<file path="config.mk">
export PLATFORM = sky130hd
export DESIGN_NAME = ram_port_ctrl_flat
export DESIGN_NICKNAME = d
export VERILOG_FILES = /design/src/rtl/ram_port_ctrl_if.sv /design/src/rtl/ram_port_ctrl.sv /design/src/flat_wrapper.sv
export SDC_FILE = /design/constraint.sdc
export NUM_CORES = 1
export LEC_CHECK = 0
export BUFFER_PORTS_ARGS = -buffer_cell sky130_fd_sc_hd__buf_4
export CORE_ASPECT_RATIO = 0.9
export CORE_UTILIZATION = 44
export CTS_CLUSTER_SIZE = 16
export DETAILED_ROUTE_END_ITERATION = 10
export GPL_TIMING_DRIVEN = 0
export PLACE_DENSITY = 0.82
export SKIP_CTS_REPAIR_TIMING = 1
export SYNTH_ARGS = -nofsm -noshare
export SYNTH_HDL_FRONTEND = slang
export SYNTH_SLANG_ARGS = --single-unit
export TNS_END_PERCENT = 1
</file>
<file path="constraint.sdc">
create_clock -name i_clk -period 2.1 [get_ports i_clk]
set_input_delay 0.21 -clock i_clk [delete_from_list [all_inputs] [get_ports i_clk]]
set_output_delay 0.21 -clock i_clk [all_outputs]
set_load 0.03 [all_outputs]
</file>
<file path="src/rtl/ram_port_ctrl_if.sv">
// ram_port_ctrl_if: client-side request/response bundle for ram_port_ctrl.
//
// Handshake rule (both streams): a transfer happens on a rising clock edge
// where valid and ready are both 1. While valid is 1 and ready is 0, the
// source holds valid and its payload stable. Ready may depend on state only,
// never combinationally on the same stream's valid.
//
// Signals:
//   i_req_valid / o_req_ready  request handshake
//   i_req_we                   1 = write, 0 = read
//   i_req_addr                 word address (AW bits)
//   i_req_wdata                write data (WIDTH bits)
//   o_rsp_valid / i_rsp_ready  read-response handshake
//   o_rsp_data                 read-response data (WIDTH bits)
//
// Modports:
//   slave  - the controller side (ram_port_ctrl)
//   master - the client side
interface ram_port_ctrl_if #(
  parameter int WIDTH = 16,
  parameter int AW    = 8
);
  logic             i_req_valid;
  logic             o_req_ready;
  logic             i_req_we;
  logic [AW-1:0]    i_req_addr;
  logic [WIDTH-1:0] i_req_wdata;
  logic             o_rsp_valid;
  logic             i_rsp_ready;
  logic [WIDTH-1:0] o_rsp_data;

  modport slave (
    input  i_req_valid, i_req_we, i_req_addr, i_req_wdata, i_rsp_ready,
    output o_req_ready, o_rsp_valid, o_rsp_data
  );

  modport master (
    output i_req_valid, i_req_we, i_req_addr, i_req_wdata, i_rsp_ready,
    input  o_req_ready, o_rsp_valid, o_rsp_data
  );
endinterface

</file>
<file path="src/rtl/ram_port_ctrl.sv">
// ram_port_ctrl: initiator-side controller for a single-port RAM with a
// 1-cycle read latency. Client requests are forwarded combinationally to the
// RAM on acceptance; returning read data is buffered in a small in-order
// first-word-fall-through FIFO and offered on the response stream.
//
// A registered request-ready implements credit flow control: a request is
// only accepted if every read already in flight or buffered, plus one more,
// fits in the response FIFO, so read data can never be dropped.
//
// Ports:
//   i_clk, i_rst_n    clock, asynchronous active-low reset
//   bus (slave)       client request/response streams (see ram_port_ctrl_if)
//   o_ram_addr        RAM shared address
//   o_ram_wr_dv       RAM write strobe
//   o_ram_wr_data     RAM write data
//   o_ram_rd_en       RAM read enable
//   i_ram_rd_dv       RAM read data valid (one cycle after o_ram_rd_en)
//   i_ram_rd_data     RAM read data
//   o_err             sticky: read data arrived with no read outstanding
module ram_port_ctrl #(
  parameter int  WIDTH     = 16,
  parameter int  DEPTH     = 256,
  parameter int  RSP_DEPTH = 2,
  localparam int AW        = $clog2(DEPTH)
) (
  input  logic             i_clk,
  input  logic             i_rst_n,
  ram_port_ctrl_if.slave   bus,
  output logic [AW-1:0]    o_ram_addr,
  output logic             o_ram_wr_dv,
  output logic [WIDTH-1:0] o_ram_wr_data,
  output logic             o_ram_rd_en,
  input  logic             i_ram_rd_dv,
  input  logic [WIDTH-1:0] i_ram_rd_data,
  output logic             o_err
);

  // Count must hold 0..RSP_DEPTH; pointers index 0..RSP_DEPTH-1.
  localparam int CW = $clog2(RSP_DEPTH + 1);
  localparam int PW = (RSP_DEPTH > 1) ? $clog2(RSP_DEPTH) : 1;
  localparam int SW = CW + 1;

  logic [WIDTH-1:0] mem [RSP_DEPTH];
  logic [PW-1:0]    wr_ptr_q, rd_ptr_q;
  logic [CW-1:0]    count_q, count_d;
  logic             inflight_q, inflight_d;
  logic             req_ready_q, req_ready_d;
  logic             err_q;

  logic accept;
  logic push;
  logic pop;
  logic spurious;

  // Pointers wrap explicitly so non-power-of-2 depths work.
  function automatic logic [PW-1:0] ptr_inc(input logic [PW-1:0] p);
    return (p == PW'(RSP_DEPTH - 1)) ? '0 : p + 1'b1;
  endfunction

  always_comb begin
    accept      = bus.i_req_valid & req_ready_q;

    o_ram_addr    = bus.i_req_addr;
    o_ram_wr_data = bus.i_req_wdata;
    o_ram_wr_dv   = accept & bus.i_req_we;
    o_ram_rd_en   = accept & ~bus.i_req_we;

    // Data only counts as a response if a read was issued last cycle;
    // anything else is a protocol error and is dropped.
    push     = i_ram_rd_dv & inflight_q;
    spurious = i_ram_rd_dv & ~inflight_q;
    pop      = (count_q != '0) & bus.i_rsp_ready;

    inflight_d = accept & ~bus.i_req_we;
    count_d    = count_q + CW'(push) - CW'(pop);

    // Next-cycle ready reserves room for what will be buffered plus what
    // will still be in flight; it depends only on next-state values.
    req_ready_d = ({1'b0, count_d} + SW'(inflight_d)) < SW'(RSP_DEPTH);
  end

  always_ff @(posedge i_clk or negedge i_rst_n) begin
    if (!i_rst_n) begin
      wr_ptr_q    <= '0;
      rd_ptr_q    <= '0;
      count_q     <= '0;
      inflight_q  <= 1'b0;
      req_ready_q <= 1'b0;
      err_q       <= 1'b0;
    end else begin
      if (push) wr_ptr_q <= ptr_inc(wr_ptr_q);
      if (pop)  rd_ptr_q <= ptr_inc(rd_ptr_q);
      count_q     <= count_d;
      inflight_q  <= inflight_d;
      req_ready_q <= req_ready_d;
      if (spurious) err_q <= 1'b1;
    end
  end

  // Storage needs no reset: entries are only visible while count is nonzero.
  always_ff @(posedge i_clk) begin
    if (push) mem[wr_ptr_q] <= i_ram_rd_data;
  end

  assign bus.o_req_ready = req_ready_q;
  assign bus.o_rsp_valid = (count_q != '0);
  assign bus.o_rsp_data  = mem[rd_ptr_q];
  assign o_err           = err_q;

endmodule

</file>
<file path="src/flat_wrapper.sv">
// flat-port wrapper written by rule: the top's interface ports become plain ports
module ram_port_ctrl_flat 
#(
  parameter int  WIDTH     = 16,
  parameter int  DEPTH     = 256,
  parameter int  RSP_DEPTH = 2,
  localparam int AW        = $clog2(DEPTH)
)
  (i_clk, i_rst_n, o_ram_addr, o_ram_wr_dv, o_ram_wr_data, o_ram_rd_en, i_ram_rd_dv, i_ram_rd_data, o_err, bus_i_req_valid, bus_i_req_we, bus_i_req_addr, bus_i_req_wdata, bus_i_rsp_ready, bus_o_req_ready, bus_o_rsp_valid, bus_o_rsp_data);
  ram_port_ctrl_if #(.WIDTH(WIDTH), .AW((8))) bus_i ();
  input  logic i_clk;
  input  logic i_rst_n;
  output logic [AW-1:0] o_ram_addr;
  output logic o_ram_wr_dv;
  output logic [WIDTH-1:0] o_ram_wr_data;
  output logic o_ram_rd_en;
  input  logic i_ram_rd_dv;
  input  logic [WIDTH-1:0] i_ram_rd_data;
  output logic o_err;
  input wire logic [$bits(bus_i.i_req_valid)-1:0] bus_i_req_valid;
  input wire logic [$bits(bus_i.i_req_we)-1:0] bus_i_req_we;
  input wire logic [$bits(bus_i.i_req_addr)-1:0] bus_i_req_addr;
  input wire logic [$bits(bus_i.i_req_wdata)-1:0] bus_i_req_wdata;
  input wire logic [$bits(bus_i.i_rsp_ready)-1:0] bus_i_rsp_ready;
  output wire logic [$bits(bus_i.o_req_ready)-1:0] bus_o_req_ready;
  output wire logic [$bits(bus_i.o_rsp_valid)-1:0] bus_o_rsp_valid;
  output wire logic [$bits(bus_i.o_rsp_data)-1:0] bus_o_rsp_data;
  assign bus_i.i_req_valid = bus_i_req_valid;
  assign bus_i.i_req_we = bus_i_req_we;
  assign bus_i.i_req_addr = bus_i_req_addr;
  assign bus_i.i_req_wdata = bus_i_req_wdata;
  assign bus_i.i_rsp_ready = bus_i_rsp_ready;
  assign bus_o_req_ready = bus_i.o_req_ready;
  assign bus_o_rsp_valid = bus_i.o_rsp_valid;
  assign bus_o_rsp_data = bus_i.o_rsp_data;
  ram_port_ctrl #(.WIDTH(WIDTH), .DEPTH(DEPTH), .RSP_DEPTH(RSP_DEPTH)) u_core (.i_clk(i_clk), .i_rst_n(i_rst_n), .bus(bus_i), .o_ram_addr(o_ram_addr), .o_ram_wr_dv(o_ram_wr_dv), .o_ram_wr_data(o_ram_wr_data), .o_ram_rd_en(o_ram_rd_en), .i_ram_rd_dv(i_ram_rd_dv), .i_ram_rd_data(i_ram_rd_data), .o_err(o_err));
endmodule
</file>
Yosys cells after proc, flatten, opt, wreduce, memory -nomap -nowiden
Memories as Yosys holds them, arrays and structs flattened.
Index checks and enable logic that the tools add are counted.
{"block": "word_totals", "reg_bits": 7, "ramBits": 32, "input_bits": 46, "out_inout_bits": 45, "wordCells": 26, "n_memories": 1}
{"block": "op_classes", "n_addsub": 5, "order_cmp": 1, "n_mux": 4, "n_bitwise": 8, "n_reduce_logical": 1}
{"name": "u_core.mem", "depth": 2, "word_bits": 16, "rd": 1, "rd_clocked_by_memory_dff": 0, "write_ports": 1, "line_no": "ram_port_ctrl.sv:43", "text": "logic [WIDTH-1:0] mem [RSP_DEPTH];"}
{"operator": "$and A1 B1 Y1", "count": 6}
{"operator": "$mux W1", "count": 4}
{"operator": "$add A2 B1 Y3", "count": 1}
{"operator": "$lt A3 B2 Y1 const B", "count": 1}
{"operator": "$add A1 B1 Y1 const B", "count": 2}
{"operator": "$add A2 B1 Y2", "count": 1}
{"operator": "$not A1 Y1", "count": 2}
{"operator": "$reduce_bool A2 Y1", "count": 1}
{"operator": "$sub A2 B1 Y2", "count": 1}

Logic depth before layout (Yosys ltp)
Gate-level depths: netlist of the first run.
{"block": "logic_depth", "word_depth": 5, "depth_mapped": 6, "mapped_depth_nobuf": 6}

Least setup slack after synthesis of the first run
OpenSTA, ideal clock, no wires.
{"block": "synth_path", "path_kind": "reg2reg", "start": "register u_core.inflight_q", "end": "memory u_core.mem[0][0], enable pin", "setup_ps": 388, "arrival_ps": 1130, "path_slack_ps": 581, "path_stages_with_launch": 3, "period_less_slack_ps": 1519, "path_cell_list": "dfrtp_1 -> nand2_1 -> nor2_1"}
{"block": "synth_via", "elab_chain_len": 3}
{"element": "start: declaration", "line_no": "ram_port_ctrl.sv:46", "text": "logic inflight_q, inflight_d;"}
{"element": "start signal: assignment", "line_no": "ram_port_ctrl.sv:94", "text": "inflight_q <= inflight_d;"}
{"element": "$and A1 B1 Y1", "line_no": "ram_port_ctrl.sv:70", "text": "push = i_ram_rd_dv & inflight_q;"}
{"element": "$mux W1", "line_no": "ram_port_ctrl.sv:102", "text": "if (push) mem[wr_ptr_q] <= i_ram_rd_data;"}
{"element": "$mux W1 (implied by the code)", "line_no": "ram_port_ctrl.sv:102"}
{"element": "end: declaration", "line_no": "ram_port_ctrl.sv:43"}
No other way between the ends.

Worst setup path in the final report of the first run
{"block": "layout_path", "start": "register u_core.rd_ptr_q", "end": "output bus_o_rsp_data[1]"}
{"block": "layout_via", "elab_chain_len": 1}
{"element": "start: declaration", "line_no": "ram_port_ctrl.sv:44", "text": "logic [PW-1:0] wr_ptr_q, rd_ptr_q;"}
{"element": "start signal: assignment", "line_no": "ram_port_ctrl.sv:92", "text": "if (pop) rd_ptr_q <= ptr_inc(rd_ptr_q);"}
{"element": "$mem_v2 Z2 W16"}
{"element": "end: declaration", "line_no": "flat_wrapper.sv:27", "text": "output wire logic [$bits(bus_i.o_rsp_data)-1:0] bus_o_rsp_data;"}
No other way between the ends.

==> results of run 1 <==
-- area by class of cell --
type                    instances  area (um^2)  share of cell area
flip-flops and latches         39         1136              0.4804
multi-input cells              30        340.3              0.1439
clock buffers                   8        100.1             0.04233
plain buffers                  26        202.7             0.08571
well taps                      46        57.56             0.02434
inverters                       4        15.01            0.006349
repair buffers                 68        513.0              0.2169
-- critical path: stages (launching register included) --
cell                      delay (ps)
sky130_fd_sc_hd__dfrtp_1         340
sky130_fd_sc_hd__buf_6           140
sky130_fd_sc_hd__buf_6           190
sky130_fd_sc_hd__mux2_4          320
sky130_fd_sc_hd__buf_4           170
-- state kept, by name (all words and copies together) (netlist names) --
register                cells
u_core.mem                 32
u_core.count_q              2
u_core.bus.o_req_ready      1
u_core.inflight_q           1
u_core.o_err                1
u_core.rd_ptr_q             1
u_core.wr_ptr_q             1
-- synthesized netlist by cell type, drive strengths merged --
cell and instances:
and3 2, xor3 1, inv 4, or2 1
a21o 1, xor2 1, edfxtp 32, xnor2 1
mux2 16, a21oi 1, nor2 1, nand2 1
and3b 1, buf 26, ha 2, dfrtp 7
o21a 1
-- kinds of logic (layout without fill, tap and decap cells) --
logic type	count (synthesis)	after routing	synth area share
xor gates and xnor gates	3	3	0.02511
muxes	16	16	0.1263
AOI/OAI and AO/OA	3	3	0.01404
buffers and inverters	30	106	0.1285
DFF	39	39	0.6706
adders and majority gates	2	2	0.01477
and+or+nand+nor	6	6	0.02068
-- worst max path at each step --
stage | endpoint | cells past startpoint | slack (ps) | from
6_report | bus_o_rsp_data[1] | 4 | 450 | u_core.rd_ptr_q
5_1_grt | bus_o_rsp_data[1] | 4 | 400 | u_core.rd_ptr_q
4_1_cts | u_core.mem[0][6] | 2 | 140 | u_core.inflight_q
3_5_place_dp | u_core.mem[0][2] | 2 | 170 | u_core.inflight_q
3_3_place_gp | u_core.mem[0][12] | 2 | 240 | u_core.inflight_q
2_1_floorplan | u_core.mem[0][0] | 2 | 580 | u_core.inflight_q
-- per-layer routing --
layer  share of wire  vias to the layer above  track usage  wire length [um]
met5               0                        -            0                 0
met4           0.015                        0      0.08207                45
met3           0.066                        5      0.03947               204
met2            0.60                       50       0.3114              1866
met1            0.32                      477       0.1369               976
li1                -                      476            -                 -
-- power groups by stage --
stage	Combinational [mW]	Clock [mW]	Sequential, mW
final	1.06	0.531	0.975
after global routing	1.12	0.570	0.982
after CTS	1.07	0.542	0.977
after detailed placement	1.07	0	0.992
after global placement	1.03	0	0.982
after floorplan	0.741	0	0.998
==> impl_summary.txt, run 1 <==
----------------------------------------------------
[Die]
  Floorplan die height ... around 61 um
  FP Rows ... 21
  Starting density of the core ... 0.4573
  Core Footprint ... ~3700 um^2
  Number of I/O pins ... 91
  Area of the die ... a little over 4000 um^2
  Overall die width ... approximately 67 um

[Worst hold path]
  Terminating pin of the worst hold path ... u_core.mem[0][15]
  Startpoint of the most critical hold path ... i_ram_rd_data[15]
  Classification of the worst-slack hold path ... in -> reg
  Count of cells along the worst hold path ... 1

[Global route]
  Global-route wire length before repair ... approximately 4.3 mm
  Via count of the first global-routing pass ... around 1000
  Global route total overflow ... 0
  Total Routing Usage GR ... 0.1537
  Initial antenna violation count ... 0
  Pin count of the biggest net entering global routing ... 17

[Logic synthesis]
  Synthesized netlist net count ... roughly 150
  Cell area after synthesis ... 1694 um^2
  Top cell type by total area after synthesis ... sky130_fd_sc_hd__edfxtp_1
  Number of distinct library cells after synthesis ... 19
  Mean instance size in the synthesized netlist ... between 15 and 20 um^2
  Number of instances in the synthesized netlist ... slightly below 100
  Yosys Warn Count ... 0
  Seq/Total Area, Yosys ... 0.6706
  Fraction of synthesized cell area taken by the top area cell type ... 0.5672
  Number of synthesized register bits ... 39
  Cells taking the most area after synthesis ... sky130_fd_sc_hd__edfxtp_1 (57%), sky130_fd_sc_hd__buf_4 (11%), sky130_fd_sc_hd__dfrtp_1 (10%)

[Flow run]
  Max-Cap Viols ... 0

[Drt]
  Number of DRC markers in iteration 0 ... 14
  Remaining DRCs ... 0
  Total vias in the final route ... a little over 1000
  Detailed-route wire length per cell ... approximately 14 um
  Via-per-instance ratio ... around 4.6
  Total detailed-routing wirelength ... 3.093 mm
  Final ANT Viol Nets ... 0
  DRT Pass-1 Iters ... 4

[Worst setup path]
  Crit path launch type ... flip-flop
  Worst R2R End ... u_core.bus.o_req_ready
  Data arrival, critical path ... about 1400 ps
  Launch instance of the worst register-to-register path ... u_core.count_q[0]
  Worst Path Required ... roughly 1900 ps
  Number of cell instances on the worst register-to-register path ... 6
  Capturing element type of the critical path ... output port
  Critical-path maximum fanout ... 10
  Worst setup path class ... reg -> out
  Flop2flop setup slack ... about 490 ps

[Placed design]
  RD Place Congestion ... between 0.6 and 0.7
  PortBufs ... 66
  Placed instance area ... approximately 2200 um^2
  Cells after DPL ... roughly 210
  Total half-perimeter wirelength after legalization and detailed placement ... around 2.4 mm
  Setup WS pre-CTS ... approximately 170 ps

[STA]
  Max transition margin ... 0.5139
  Clock period minus worst slack ... ~1600 ps
  Share of the clock period used by the worst path after layout ... 0.7845
  Final count of hold timing violations ... 0
  Peak Freq ... around 0.6 GHz
  Max-slew violation total from the final report ... 0
  Final setup violation count ... 0
  Worst clock skew ... between 9 and 10 ps
  Slew of the pin with the lowest slew margin ... 729.1 ps
  TNS Setup ... 0 ps
  Unrepaired setup endpoints after global routing ... false
  Worst setup margin ... between 400 and 500 ps
  Hold Worst Slack ... between 100 and 150 ps

[Power and ir drop]
  P per Cell Area ... approximately 1100 nW/um^2
  Portion of total power attributed to sequential cells ... 0.380
  Sw Ratio ... 0.3243
  Post-route total power ... 2.567 mW
  Logic pwr share ... 0.413
  NetSw ... around 0.83 mW
  Peak supply drop ... 0.7661 mV
  Total internal power ... 1.735 mW
  Clock power share ... 0.207
  Leakage power total ... between 1 and 1.5 nW

[Status]
  Outcome ... complete, no violations

[CTS]
  Worst skew pair latency ... 280 ps
  Clock sink count ... 39
  Num CTS Buffers ... 5
  Clock transition at path regs ... approximately 70 ps
  Clock tree buffer depth ... 2
  Number of H-tree branching levels ... 2
  CTS tree ... done
  Clock root buffer ... sky130_fd_sc_hd__clkbuf_8

[Final layout]
  Count of antenna diodes in the layout ... 0
  Fin area ... 2365 um^2
  Final-stage net count ... 222
  Leading cell type in the layout, fill and taps excluded ... sky130_fd_sc_hd__buf_4
  Share of cells above drive strength 1 ... 0.6800
  Top library cells by usage in the layout, fill and taps aside ... sky130_fd_sc_hd__buf_4 (91), sky130_fd_sc_hd__edfxtp_1 (32), sky130_fd_sc_hd__mux2_4 (9)
  Layout Area Growth over Synthesis ... 39.59%
  Final-layout fill cell count ... approximately 280
  Post-route core utilization ... 0.6383
  Filler-free cell count of the finished design ... approximately 220

----------------------------------------------------
Power figures use the tool's default switching activity.
==> run 2, diff against run 1 <==
--- a/config.mk
+++ b/config.mk
@@ -7,11 +7,11 @@
 export LEC_CHECK = 0
 export BUFFER_PORTS_ARGS = -buffer_cell sky130_fd_sc_hd__buf_4
 export CORE_ASPECT_RATIO = 0.9
-export CORE_UTILIZATION = 44
+export CORE_UTILIZATION = 40
 export CTS_CLUSTER_SIZE = 16
 export DETAILED_ROUTE_END_ITERATION = 10
 export GPL_TIMING_DRIVEN = 0
-export PLACE_DENSITY = 0.82
+export PLACE_DENSITY = 0.79
 export SKIP_CTS_REPAIR_TIMING = 1
 export SYNTH_ARGS = -nofsm -noshare
 export SYNTH_HDL_FRONTEND = slang
==> constraint.sdc (replaced) <==
create_clock -name i_clk -period 1.4 [get_ports i_clk]
set_input_delay 0.14 -clock i_clk [delete_from_list [all_inputs] [get_ports i_clk]]
set_output_delay 0.14 -clock i_clk [all_outputs]
set_load 0.03 [all_outputs]
==> impl_summary.txt, run 2 (synthesis results as in run 1) <==
----------------------------------------------------
[Die]
  Starting density of the core ... 0.4158 (-0.04143)
  FP Rows ... 22 (+4.8%)
  Core Footprint ... 4074 um^2 (+10%)
  Floorplan die height ... 63.74 um (+4.7%)
  Number of I/O pins ... 91 (unchanged)
  Overall die width ... 70.60 um (+4.7%)
  Area of the die ... 4500 um^2 (+9.7%)

[Worst hold path]
  Count of cells along the worst hold path ... 1 (unchanged)
  Startpoint of the most critical hold path ... i_ram_rd_data[5]
  Terminating pin of the worst hold path ... u_core.mem[1][5]
  Classification of the worst-slack hold path ... in -> reg

[STA]
  Max transition margin ... 0.6765 (+0.1625)
  Worst setup margin ... -174.5 ps (-627.1 ps)
  Unrepaired setup endpoints after global routing ... true
  Clock period minus worst slack ... approximately 1600 ps
  Worst clock skew ... 5.308 ps (-4.453 ps)
  Hold Worst Slack ... 39.76 ps (-70.84 ps)
  Max-slew violation total from the final report ... 0 (unchanged)
  Slew of the pin with the lowest slew margin ... 484.2 ps (-245.0 ps)
  Final count of hold timing violations ... 0 (unchanged)
  Peak Freq ... 0.6351 GHz
  Final setup violation count ... 18 (+18)
  Share of the clock period used by the worst path after layout ... 1.125
  TNS Setup ... -1530 ps (-1530 ps)

[Worst setup path]
  Number of cell instances on the worst register-to-register path ... 6 (unchanged)
  Worst Path Required ... 1610 ps (-280 ps)
  Data arrival, critical path ... 1790 ps (+350 ps)
  Delay of the slowest cell on the worst path ... 400 ps (+60 ps)
  Top cell by count, worst path ... sky130_fd_sc_hd__ha_1
  Flop2flop setup slack ... -170 ps (-660 ps)
  Critical-path maximum fanout ... 3 (-7)
  Worst R2R End ... u_core.bus.o_req_ready
  Capturing element type of the critical path ... flip-flop
  Launch instance of the worst register-to-register path ... u_core.count_q[0]
  Slowest cell on the critical path ... sky130_fd_sc_hd__dfrtp_1
  Cell breakdown of the critical path ... o21a_1, ha_1, inv_1, ha_1, xor3_2, a21oi_2
  Crit path launch type ... flip-flop
  Worst setup path class ... reg -> reg

[Final layout]
  Top library cells by usage in the layout, fill and taps aside ... sky130_fd_sc_hd__buf_4 (75), sky130_fd_sc_hd__edfxtp_1 (32), sky130_fd_sc_hd__buf_6 (16)
  Final-stage net count ... 221 (-0.45%)
  Layout Area Growth over Synthesis ... 45.57%
  Number of flip-flops under the largest register name ... 32 (unchanged)
  Leading cell type in the layout, fill and taps excluded ... sky130_fd_sc_hd__buf_4
  Post-route core utilization ... 0.6053 (-0.03295)
  Share of cells above drive strength 1 ... 0.6897 (+0.009655)
  Count of antenna diodes in the layout ... 0 (unchanged)
  Top Registers ... u_core.mem: 32 flops, u_core.count_q: 2 flops
  Register with the highest flop count ... u_core.mem

[Drt]
  Via-per-instance ratio ... 4.410 (-3.3%)
  Remaining DRCs ... 8 (+8)
  Final ANT Viol Nets ... 0 (unchanged)
  Number of DRC markers in iteration 0 ... 22 (+8)
  Detailed-route wire length per cell ... 13.11 um (-6.3%)
  Total detailed-routing wirelength ... 2.911 mm (-5.9%)
  Total vias in the final route ... 979 (-2.9%)
  DRT Pass-1 Iters ... 7 (+3)

[CTS]
  Clock sink count ... 39 (unchanged)
  Num CTS Buffers ... 5 (unchanged)
  Number of H-tree branching levels ... 2 (unchanged)
  Clock tree buffer depth ... 2 (unchanged)
  Worst skew pair latency ... 280 ps (about the same)
  Clock root buffer ... sky130_fd_sc_hd__clkbuf_8
  CTS tree ... done
  Clock transition at path regs ... 70 ps (about the same)

[Global route]
  Global-route wire length before repair ... 4.188 mm (-3.0%)
  Total Routing Usage GR ... 0.1270 (-0.02669)
  Via count of the first global-routing pass ... 920 (-8.5%)
  Pin count of the biggest net entering global routing ... 17 (unchanged)
  Global route total overflow ... 0 (unchanged)
  Initial antenna violation count ... 0 (unchanged)

[Placed design]
  Total half-perimeter wirelength after legalization and detailed placement ... 2.165 mm (-12%)
  RD Place Congestion ... 0.6202 (+2.9%)
  PortBufs ... 66 (unchanged)

[Power and ir drop]
  Portion of total power attributed to sequential cells ... 0.346 (-0.034)
  Total internal power ... 2.968 mW (+71%)
  Sw Ratio ... 0.3010 (-0.02332)
  Leakage power total ... 1.095 nW (+2.8%)
  P per Cell Area ... 1722 nW/um^2 (+59%)
  NetSw ... 1.278 mW (+54%)
  Peak supply drop ... 0.8939 mV (+17%)
  Clock power share ... 0.252 (+0.045)
  Logic pwr share ... 0.402 (-0.011)

[Flow run]
  Max-Cap Viols ... 0 (unchanged)

[Status]
  Violated checks ... DRC, setup timing
  Outcome ... finished, violations left

----------------------------------------------------
[run 2: cell count changes in the layout (fill, tap and decap cells not counted), sizes merged]
| cell | delta |
|---|---|
| buf | -1 |
| bufinv | +2 |
| clkbuf | -2 |
[run 2: how the worst max path moves through the flow]
stage	from	endpoint	slack [ps]	cells after the start
after global placement	u_core.inflight_q	u_core.mem[0][6]	-90	2
after CTS	u_core.rd_ptr_q	bus_o_rsp_data[13]	-200	4
after floorplan	u_core.count_q[0]	u_core.bus.o_req_ready	-50	6
after detailed placement	u_core.count_q[0]	u_core.bus.o_req_ready	-170	6
final	u_core.count_q[0]	u_core.bus.o_req_ready	-170	6
after global routing	u_core.count_q[0]	u_core.bus.o_req_ready	-260	6
[run 2: area by class of cell]
| class | count | area (um^2) |
|---|---|---|
| Clock buffer | 6 | 72.57 |
| Timing Repair Buffer | 67 | 561.8 |
| Fill cell | 326 | 1608 |
| Tap cell | 48 | 60.06 |
| Buffer | 26 | 211.5 |
| Sequential cell | 39 | 1136 |
| Clock inverter | 2 | 60.06 |
| Inverter | 4 | 15.01 |
| Multi-Input combinational cell | 30 | 349.1 |
[run 2: routing by layer]
layer  vias up  track usage  share of wire
met5         -            0              0
met4         0      0.05500          0.017
met3         5      0.03943          0.064
met2        40       0.2391           0.56
met1       463       0.1295           0.35
li1        471            -              -
[run 2: worst max-delay path, delay by kind of cell, from the launching register on]
kind | cells | cell delay (ps)
flip-flops | 1 | 400
adder cells (fa/ha/maj) | 2 | 440
AO/OA/AOI/OAI | 2 | 340
XOR/XNOR | 1 | 280
buffers and inverters | 1 | 50
[run 2: stage by stage]
stage | std cells | worst slack, ps | power [mW] | area (um^2)
final | 222 | -174.5 | 4.246 | 2466
after global routing | 222 | -258.3 | 4.428 | 2466
after CTS | 221 | -198.0 | 4.139 | 2385
after global placement | 213 | -87.83 | 3.037 | 2252
after detailed placement | 213 | -169.4 | 3.073 | 2252
after floorplan | 99 | -51.99 | 2.611 | 1697
[run 2: power groups by stage]
stage	clock network [mW]	registers [mW]	logic (mW)
floorplan	0	1.50	1.11
global placement	0	1.47	1.56
detailed placement	0	1.48	1.59
CTS	1.09	1.46	1.59
global route	1.14	1.48	1.81
finish	1.07	1.47	1.71
